<file path="src/rtl/fixedpoint_wb_buffer_if.sv">
// Handshake bundle between the Q7.8 ALU, the writeback buffer and the register-file write port.
// The buffer uses the slave modport. The ALU/register-file side uses the master modport.
interface fixedpoint_wb_buffer_if #(
  parameter int DATA_WIDTH     = 16,
  parameter int REG_ADDR_WIDTH = 4
);
  logic                      ex_valid;
  logic                      ex_ready;
  logic [DATA_WIDTH-1:0]     ex_result;
  logic                      ex_n;
  logic                      ex_v;
  logic                      ex_z;
  logic [REG_ADDR_WIDTH-1:0] ex_rd;
  logic                      wb_valid;
  logic                      wb_ready;
  logic [DATA_WIDTH-1:0]     wb_result;
  logic [REG_ADDR_WIDTH-1:0] wb_rd;

  modport master (
    output ex_valid, ex_result, ex_n, ex_v, ex_z, ex_rd, wb_ready,
    input  ex_ready, wb_valid, wb_result, wb_rd
  );

  modport slave (
    input  ex_valid, ex_result, ex_n, ex_v, ex_z, ex_rd, wb_ready,
    output ex_ready, wb_valid, wb_result, wb_rd
  );
endinterface

</file>
<file path="src/rtl/fixedpoint_wb_buffer.sv">
// Writeback FIFO between the Q7.8 ALU and the register file.
// It also tracks the retired status flags, a sticky overflow bit and a saturating overflow counter.
module fixedpoint_wb_buffer #(
  parameter int DATA_WIDTH     = 16,
  parameter int REG_ADDR_WIDTH = 4,
  parameter int DEPTH          = 2,
  parameter int CNT_WIDTH      = 8,
  localparam int PTR_W         = $clog2(DEPTH),
  localparam int OCC_W         = PTR_W + 1
) (
  input  logic                   clk,
  input  logic                   rst,
  fixedpoint_wb_buffer_if.slave  bus,
  input  logic                   flush,
  input  logic                   clr_sticky,
  output logic [2:0]             flags_nzv,
  output logic                   sticky_v,
  output logic [CNT_WIDTH-1:0]   ovf_count,
  output logic [OCC_W-1:0]       occupancy
);
  logic [DATA_WIDTH-1:0]     result_mem_r [DEPTH];
  logic [REG_ADDR_WIDTH-1:0] rd_mem_r     [DEPTH];
  logic [DEPTH-1:0]          n_mem_r;
  logic [DEPTH-1:0]          v_mem_r;
  logic [DEPTH-1:0]          z_mem_r;

  logic [PTR_W-1:0]     wr_ptr_r;
  logic [PTR_W-1:0]     rd_ptr_r;
  logic [OCC_W-1:0]     occ_r;
  logic [2:0]           flags_r;
  logic                 sticky_r;
  logic [CNT_WIDTH-1:0] cnt_r;

  logic push_s;
  logic pop_s;
  logic retire_s;
  logic head_v_s;

  // The ready signal depends only on registered occupancy, so a pop never frees a slot in the same cycle.
  assign bus.ex_ready = (occ_r < OCC_W'(DEPTH));
  assign bus.wb_valid = (occ_r != {OCC_W{1'b0}});
  assign push_s       = bus.ex_valid & bus.ex_ready;
  assign pop_s        = bus.wb_valid & bus.wb_ready;
  assign retire_s     = pop_s & ~flush;
  assign head_v_s     = v_mem_r[rd_ptr_r];

  assign bus.wb_result = bus.wb_valid ? result_mem_r[rd_ptr_r] : {DATA_WIDTH{1'b0}};
  assign bus.wb_rd     = bus.wb_valid ? rd_mem_r[rd_ptr_r] : {REG_ADDR_WIDTH{1'b0}};

  assign flags_nzv = flags_r;
  assign sticky_v  = sticky_r;
  assign ovf_count = cnt_r;
  assign occupancy = occ_r;

  // Entry storage. Stale contents are never observable because wb_* are gated by wb_valid.
  always_ff @(posedge clk) begin
    if (push_s) begin
      result_mem_r[wr_ptr_r] <= bus.ex_result;
      rd_mem_r[wr_ptr_r]     <= bus.ex_rd;
      n_mem_r[wr_ptr_r]      <= bus.ex_n;
      v_mem_r[wr_ptr_r]      <= bus.ex_v;
      z_mem_r[wr_ptr_r]      <= bus.ex_z;
    end
  end

  // Pointers and occupancy. A flush beats both a push and a pop in the same cycle.
  always_ff @(posedge clk) begin
    if (rst || flush) begin
      wr_ptr_r <= {PTR_W{1'b0}};
      rd_ptr_r <= {PTR_W{1'b0}};
      occ_r    <= {OCC_W{1'b0}};
    end else begin
      if (push_s) wr_ptr_r <= wr_ptr_r + PTR_W'(1);
      if (pop_s)  rd_ptr_r <= rd_ptr_r + PTR_W'(1);
      case ({push_s, pop_s})
        2'b10:   occ_r <= occ_r + OCC_W'(1);
        2'b01:   occ_r <= occ_r - OCC_W'(1);
        default: occ_r <= occ_r;
      endcase
    end
  end

  // Retire-side status. When an overflowing entry retires in the same cycle as clr_sticky, the set takes priority.
  always_ff @(posedge clk) begin
    if (rst) begin
      flags_r  <= 3'b010;
      sticky_r <= 1'b0;
      cnt_r    <= {CNT_WIDTH{1'b0}};
    end else begin
      if (retire_s) begin
        flags_r <= {n_mem_r[rd_ptr_r], z_mem_r[rd_ptr_r], head_v_s};
      end
      if (retire_s && head_v_s) begin
        sticky_r <= 1'b1;
        if (clr_sticky) begin
          cnt_r <= CNT_WIDTH'(1);
        end else if (cnt_r != {CNT_WIDTH{1'b1}}) begin
          cnt_r <= cnt_r + CNT_WIDTH'(1);
        end
      end else if (clr_sticky) begin
        sticky_r <= 1'b0;
        cnt_r    <= {CNT_WIDTH{1'b0}};
      end
    end
  end
endmodule

</file>
<file path="src/flat_wrapper.sv">
// flat-port wrapper written by rule: the top's interface ports become plain ports
module fixedpoint_wb_buffer_flat 
#(
  parameter int DATA_WIDTH     = 16,
  parameter int REG_ADDR_WIDTH = 4,
  parameter int DEPTH          = 2,
  parameter int CNT_WIDTH      = 8,
  localparam int PTR_W         = $clog2(DEPTH),
  localparam int OCC_W         = PTR_W + 1
)
  (clk, rst, flush, clr_sticky, flags_nzv, sticky_v, ovf_count, occupancy, bus_ex_valid, bus_ex_result, bus_ex_n, bus_ex_v, bus_ex_z, bus_ex_rd, bus_wb_ready, bus_ex_ready, bus_wb_valid, bus_wb_result, bus_wb_rd);
  fixedpoint_wb_buffer_if #(.DATA_WIDTH(DATA_WIDTH), .REG_ADDR_WIDTH(REG_ADDR_WIDTH)) bus_i ();
  input  logic clk;
  input  logic rst;
  input  logic flush;
  input  logic clr_sticky;
  output logic [2:0] flags_nzv;
  output logic sticky_v;
  output logic [CNT_WIDTH-1:0] ovf_count;
  output logic [OCC_W-1:0] occupancy;
  input wire logic [$bits(bus_i.ex_valid)-1:0] bus_ex_valid;
  input wire logic [$bits(bus_i.ex_result)-1:0] bus_ex_result;
  input wire logic [$bits(bus_i.ex_n)-1:0] bus_ex_n;
  input wire logic [$bits(bus_i.ex_v)-1:0] bus_ex_v;
  input wire logic [$bits(bus_i.ex_z)-1:0] bus_ex_z;
  input wire logic [$bits(bus_i.ex_rd)-1:0] bus_ex_rd;
  input wire logic [$bits(bus_i.wb_ready)-1:0] bus_wb_ready;
  output wire logic [$bits(bus_i.ex_ready)-1:0] bus_ex_ready;
  output wire logic [$bits(bus_i.wb_valid)-1:0] bus_wb_valid;
  output wire logic [$bits(bus_i.wb_result)-1:0] bus_wb_result;
  output wire logic [$bits(bus_i.wb_rd)-1:0] bus_wb_rd;
  assign bus_i.ex_valid = bus_ex_valid;
  assign bus_i.ex_result = bus_ex_result;
  assign bus_i.ex_n = bus_ex_n;
  assign bus_i.ex_v = bus_ex_v;
  assign bus_i.ex_z = bus_ex_z;
  assign bus_i.ex_rd = bus_ex_rd;
  assign bus_i.wb_ready = bus_wb_ready;
  assign bus_ex_ready = bus_i.ex_ready;
  assign bus_wb_valid = bus_i.wb_valid;
  assign bus_wb_result = bus_i.wb_result;
  assign bus_wb_rd = bus_i.wb_rd;
  fixedpoint_wb_buffer #(.DATA_WIDTH(DATA_WIDTH), .REG_ADDR_WIDTH(REG_ADDR_WIDTH), .DEPTH(DEPTH), .CNT_WIDTH(CNT_WIDTH)) u_core (.clk(clk), .rst(rst), .bus(bus_i), .flush(flush), .clr_sticky(clr_sticky), .flags_nzv(flags_nzv), .sticky_v(sticky_v), .ovf_count(ovf_count), .occupancy(occupancy));
endmodule
</file>
<file path="config.mk">
export PLATFORM = sky130hd
export DESIGN_NAME = fixedpoint_wb_buffer_flat
export DESIGN_NICKNAME = d
export VERILOG_FILES = /design/src/rtl/fixedpoint_wb_buffer_if.sv /design/src/rtl/fixedpoint_wb_buffer.sv /design/src/flat_wrapper.sv
export SDC_FILE = /design/constraint.sdc
export NUM_CORES = 1
export LEC_CHECK = 0
export ABC_AREA = 1
export CORE_MARGIN = 2
export CORE_UTILIZATION = 45
export DETAILED_ROUTE_END_ITERATION = 12
export GPL_ROUTABILITY_DRIVEN = 0
export PLACE_DENSITY = 0.74
export SLEW_MARGIN = 20
export SYNTH_ARGS = -nofsm -noshare
export SYNTH_HDL_FRONTEND = slang
export SYNTH_SLANG_ARGS = --single-unit
</file>
<file path="constraint.sdc">
create_clock -name clk -period 2.5 [get_ports clk]
set_input_delay 0.5 -clock clk [delete_from_list [all_inputs] [get_ports clk]]
set_output_delay 0.5 -clock clk [all_outputs]
set_load 0.1 [all_outputs]
</file>
-- Word-level counts from Yosys, hierarchy flattened
Memory sizes are Yosys's and may differ from the RTL's. A register that Yosys moved wholly into a read port is not among the register bits.
Index checks and enable logic that the tools add are counted.
- divide/modulo/power cells: 0
- shift-type cells: 0
- bitwise gates (word level): 4
- magnitude comparators: 4
- $add $sub $neg: 5
- multiply operators: 0
- reductions and logical operators: 8
- eq/ne operators: 3
- multiplexer cells: 26
- operators with widths (kind ; count):
    $mux 8 ; 4
    $mux 16 ; 1
    $mux 1 ; 15
    $add 8x1->8 const B ; 1
    $ne 8x8->1 const B ; 1
    $reduce_bool 2->1 ; 4
    $bwmux 2 ; 3
    $lt 1x2->1 const B ; 2
    $mux 4 ; 1
    $pmux 2 s2 ; 1
    $and 1x1->1 ; 3
    $add 1x1->1 const B ; 2
    $add 2x1->2 const B ; 1
    $eq 2x1->1 const B ; 1
    $eq 2x2->1 const B ; 1
    $logic_and 1x1->1 ; 2
    $lt 2x2->1 const B ; 1
    $reduce_and 2->1 ; 1
    $sub 2x1->2 const B ; 1
    $demux 1 s1 ; 1
    $ge 1x1->1 const B ; 1
    $logic_or 1x1->1 ; 1
    $not 1->1 ; 1
- output and inout bits: 36
- bits of input ports: 29
- word-level logic and storage cells: 61
- memory bits (writable): 40
- bits in registers: 22
- memories: 2
- memory bits (read-only): 0
- latch bits: 0
- memories (name ; words ; bits a word ; read ports ; clocked after memory_dff ; wr ports ; line ; text):
    u_core.result_mem_r ; 2 ; 16 ; 1 ; 1 ; 1 ; fixedpoint_wb_buffer.sv:21 ; logic [DATA_WIDTH-1:0] result_mem_r [DEPTH];
    u_core.rd_mem_r ; 2 ; 4 ; 1 ; 1 ; 1 ; fixedpoint_wb_buffer.sv:22 ; logic [REG_ADDR_WIDTH-1:0] rd_mem_r [DEPTH];

-- Logic depth before layout (Yosys ltp)
- depth after elaboration: 6
- depth in mapped cells: 10
- mapped depth without buffers: 10

-- Worst setup path before layout
OpenSTA, ideal clock, no wires.
- path kind: reg-to-output
- start: register u_core.occ_r[0] (netlist: u_core.occupancy[0])
- end: output port bus_wb_rd[0]
- cell stages (with the launch flop): 4
- required time: 2000 ps
- arrival: 2855 ps
- path buffers: 1
- setup slack: -855 ps
- cells stage by stage: dfxtp_1 > nor2_2 > clkbuf_1 > a21oi_1
- word-level cells in the longest chain between the ends: 2
- ends and longest elaborated chain (element ; line ; text):
    start: declaration ; fixedpoint_wb_buffer.sv:29 ; logic [OCC_W-1:0] occ_r;
    start signal: assignment ; fixedpoint_wb_buffer.sv:71 ; occ_r <= {OCC_W{1'b0}};
    start signal: assignment ; fixedpoint_wb_buffer.sv:76 ; 2'b10: occ_r <= occ_r + OCC_W'(1);
    start signal: assignment ; fixedpoint_wb_buffer.sv:77 ; 2'b01: occ_r <= occ_r - OCC_W'(1);
    $reduce_bool 2->1 ; fixedpoint_wb_buffer.sv:41 ; assign bus.wb_valid = (occ_r != {OCC_W{1'b0}});
    $mux 4 ; fixedpoint_wb_buffer.sv:48 ; assign bus.wb_rd = bus.wb_valid ? rd_mem_r[rd_ptr_r] : {REG_ADDR_WIDTH{1'b0}};
    end: declaration ; flat_wrapper.sv:31 ; output wire logic [$bits(bus_i.wb_rd)-1:0] bus_wb_rd;
Every way passes these cells.

==> flow_metrics.tcl <==
set metrics [dict create \
    status "finished clean" \
    start_kind "flop" \
    slowest_delay_ns 0.46 \
    insertion_delay_ns 0.33 \
    synthDistinctLibCells 25 \
    skew_ns 0.01541 \
    post-route-drc-count 0 \
    grt-ovfl-total 0 \
    worst_pin_slew_ns 0.6260 \
    wire_per_inst_um 14.60 \
    critPathSlowestCell "inv_1" \
    synth_top_family_by_area "simple AND/OR/NAND/NOR gates" \
    syn-num-nets 281 \
    cts_buffer_depth 2 \
    worstPathMaxFanout 20 \
    drtAntennaViolNets 0 \
    htree_levels 3 \
    synth_edf_count 46 \
    r2r-start "u_core.occupancy[0]" \
    yosysWarningCount 0 \
    drv_cap 0 \
    port_buffers 64 \
    min_period_over_period_pct 88.00 \
    synthXorXnorAreaFrac_pct 0 \
    hp-class "reg -> reg" \
    row_count 27 \
    synth_mux_area_share_pct 0 \
    grt_max_degree 25 \
    synth_top_flop_cell "edfxtp_1" \
    final-setup-viol-count 0 \
    synth.avg_cell_area_um2 10.44 \
    core_mm2 0.005540 \
    postSynthCellCount 250 \
    final_util_pct 69.26 \
    antenna_cells 0 \
    drv_slew 0 \
    drive_gt1_share_pct 32.11 \
    cts_tree "built" \
    via_per_inst 4.962 \
    setup_tns_ns 0 \
    post_cts_buffers 0 \
    dieArea_mm2 0.006422 \
    finalCriticalPeriod_ns 2.200 \
    wl_mm 5.827 \
    path_class "reg -> out" \
    synth-seq-area-share_pct 66.00 \
    rsz0062_at_grt "no" \
    p_leak_nw 1.408 \
    synth_fa_ha_area_share_pct 0.9592 \
    dr_total_vias 1980 \
    drt_first_pass_iters 4 \
    hold_viol 0 \
    fin_area_mm2 0.003837 \
    synth-async-reset-ratio_pct 0 \
    worstHoldStart "u_core.flags_nzv[1]" \
    cts-root-buf "clkbuf_8" \
    die_y_um 80.14 \
    critPathCaptureType "output port" \
    synth-compound-area-share_pct 8.969 \
    fin_nets 353 \
    drt_iter0_drc 89 \
    die_w_um 80.14 \
    ctsResizeCount 0 \
    max_freq_mhz 454.5 \
    antenna_found_initial 0 \
    synth-seq-cells 63 \
    grt_pass1_vias 2003 \
    dpl.hpwl_mm 4.066 \
    ios 65 \
    final_cells 399 \
    cts_hold_buf 0 \
    p_per_area_mw_per_mm2 679.5 \
    cp_data_required_time_ns 2.00 \
    grt_pass1_wl_mm 9.080 \
    slew_headroom_pct 58.22 \
    clk_pin_slew_worst_paths_ns 0.08 \
    crit_arrival_ns 1.70 \
    yosys.area_share.simple_pct 20.29 \
    grt_use_total_pct 19.28 \
    crit_chain "inv_1 > nand2_1 > a21oi_2 > buf_12" \
    initial_utilization_pct 47.09 \
    cts_buffers 9 \
    ir_drop_mv 0.4828 \
    netlist_area_mm2 0.002609 \
    area_growth_pct 47.10 \
    dp.cells 383 \
    cts.sinks 63 \
    place_area_mm2 0.003613 \
]
[area by class of cell]
type	instances	area, µm²
Clock buffer	13	158.9
Clock inverter	3	65.06
Fill cell	430	1703
Inverter	19	72.57
Multi-Input combinational cell	161	895.9
Sequential cell	63	1724
Tap cell	72	90.09
Timing Repair Buffer	68	830.8
[report_power, final]
| part | internal [mW] | switching (mW) | leakage, nW |
|---|---|---|---|
| sequential | 1.17 | 0.0142 | 0.570 |
| combinational | 0.148 | 0.295 | 0.725 |
| clock | 0.616 | 0.369 | 0.114 |
| total | 1.93 | 0.679 | 1.41 |
[cells by family (layout without fill, tap and decap cells)]
group | count (synthesis) | count (layout)
compound gates | 43 | 43
buf+inv | 26 | 103
simple gates | 116 | 116
fa+ha+maj | 2 | 2
flops | 63 | 63
[path summary, 6_finish.rpt]
kind                               to  slack [ns]  depth (start not counted)
setup / recovery    bus_wb_result[11]        0.30                          4
hold / removal    u_core.flags_nzv[1]        0.48                          2
setup reg to reg  u_core.occupancy[1]        0.69                          7
hold reg to reg   u_core.flags_nzv[1]        0.48                          2
[Yosys cell counts (5+ instances only)]
master	number	area share [%]
nand2_1	75	11
edfxtp_1	46	53
a21oi_1	31	5.9
dfxtp_1	17	13
inv_1	16	2.3
nand2_2	10	2.4
nor2_1	10	1.4
clkbuf_1	7	1.0
nand3_1	6	1.2
nor2_2	6	1.4
o21ai_0	5	0.96
[placed cells by master (no fill, tap or decap), drive strengths merged]
| cell type | n |
|---|---|
| a31oi | 1 |
| nand4 | 2 |
| dfxtp | 17 |
| clkdlybuf4s50 | 28 |
| edfxtp | 46 |
| nor3 | 1 |
| clkinv | 2 |
| nor2 | 18 |
| nand3 | 8 |
| o21a | 1 |
| inv | 18 |
| o211ai | 2 |
| a21oi | 33 |
| o21bai | 1 |
| o21ai | 5 |
| ha | 2 |
| bufinv | 2 |
| or2 | 2 |
| clkbuf | 13 |
| buf | 40 |
| nand2 | 85 |
[registers in the layout, indices dropped and copies added, names as in the netlist, named ones only]
register / flops
u_core.sticky_v: 1
u_core.n_mem_r: 2
u_core.z_mem_r: 2
u_core.rd_ptr_r: 1
u_core.wr_ptr_r: 1
u_core.result_mem_r: 32
u_core.flags_nzv: 3
u_core.v_mem_r: 2
u_core.ovf_count: 8
u_core.occupancy: 2
u_core.rd_mem_r: 8
[worst max-delay path: cells and delay by family, from the launching register on]
kind            cells  cell delay (ns)
flops               1             0.31
simple gates        1             0.14
compound gates      1             0.25
buf+inv             2             0.67
[metal layers]
metal	up-vias	wire length, µm	track usage, %
met3	7	272	5.618
li1	985	-	-
met4	0	87	7.966
met2	51	2975	32.83
met1	937	2492	22.75
met5	-	0	0
[per-stage QoR]
step | power (mW) | hold WS (ns) | setup WS, ns
2_1_floorplan | 1.472 | 0.4580 | -0.06723
3_3_place_gp | 1.637 | 0.4627 | 0.4769
3_5_place_dp | 1.647 | 0.4659 | 0.3930
4_1_cts | 2.630 | 0.4834 | 0.2604
5_1_grt | 2.698 | 0.5214 | 0.1995
6_report | 2.608 | 0.4835 | 0.2999
(Power assumes the default switching activity.)
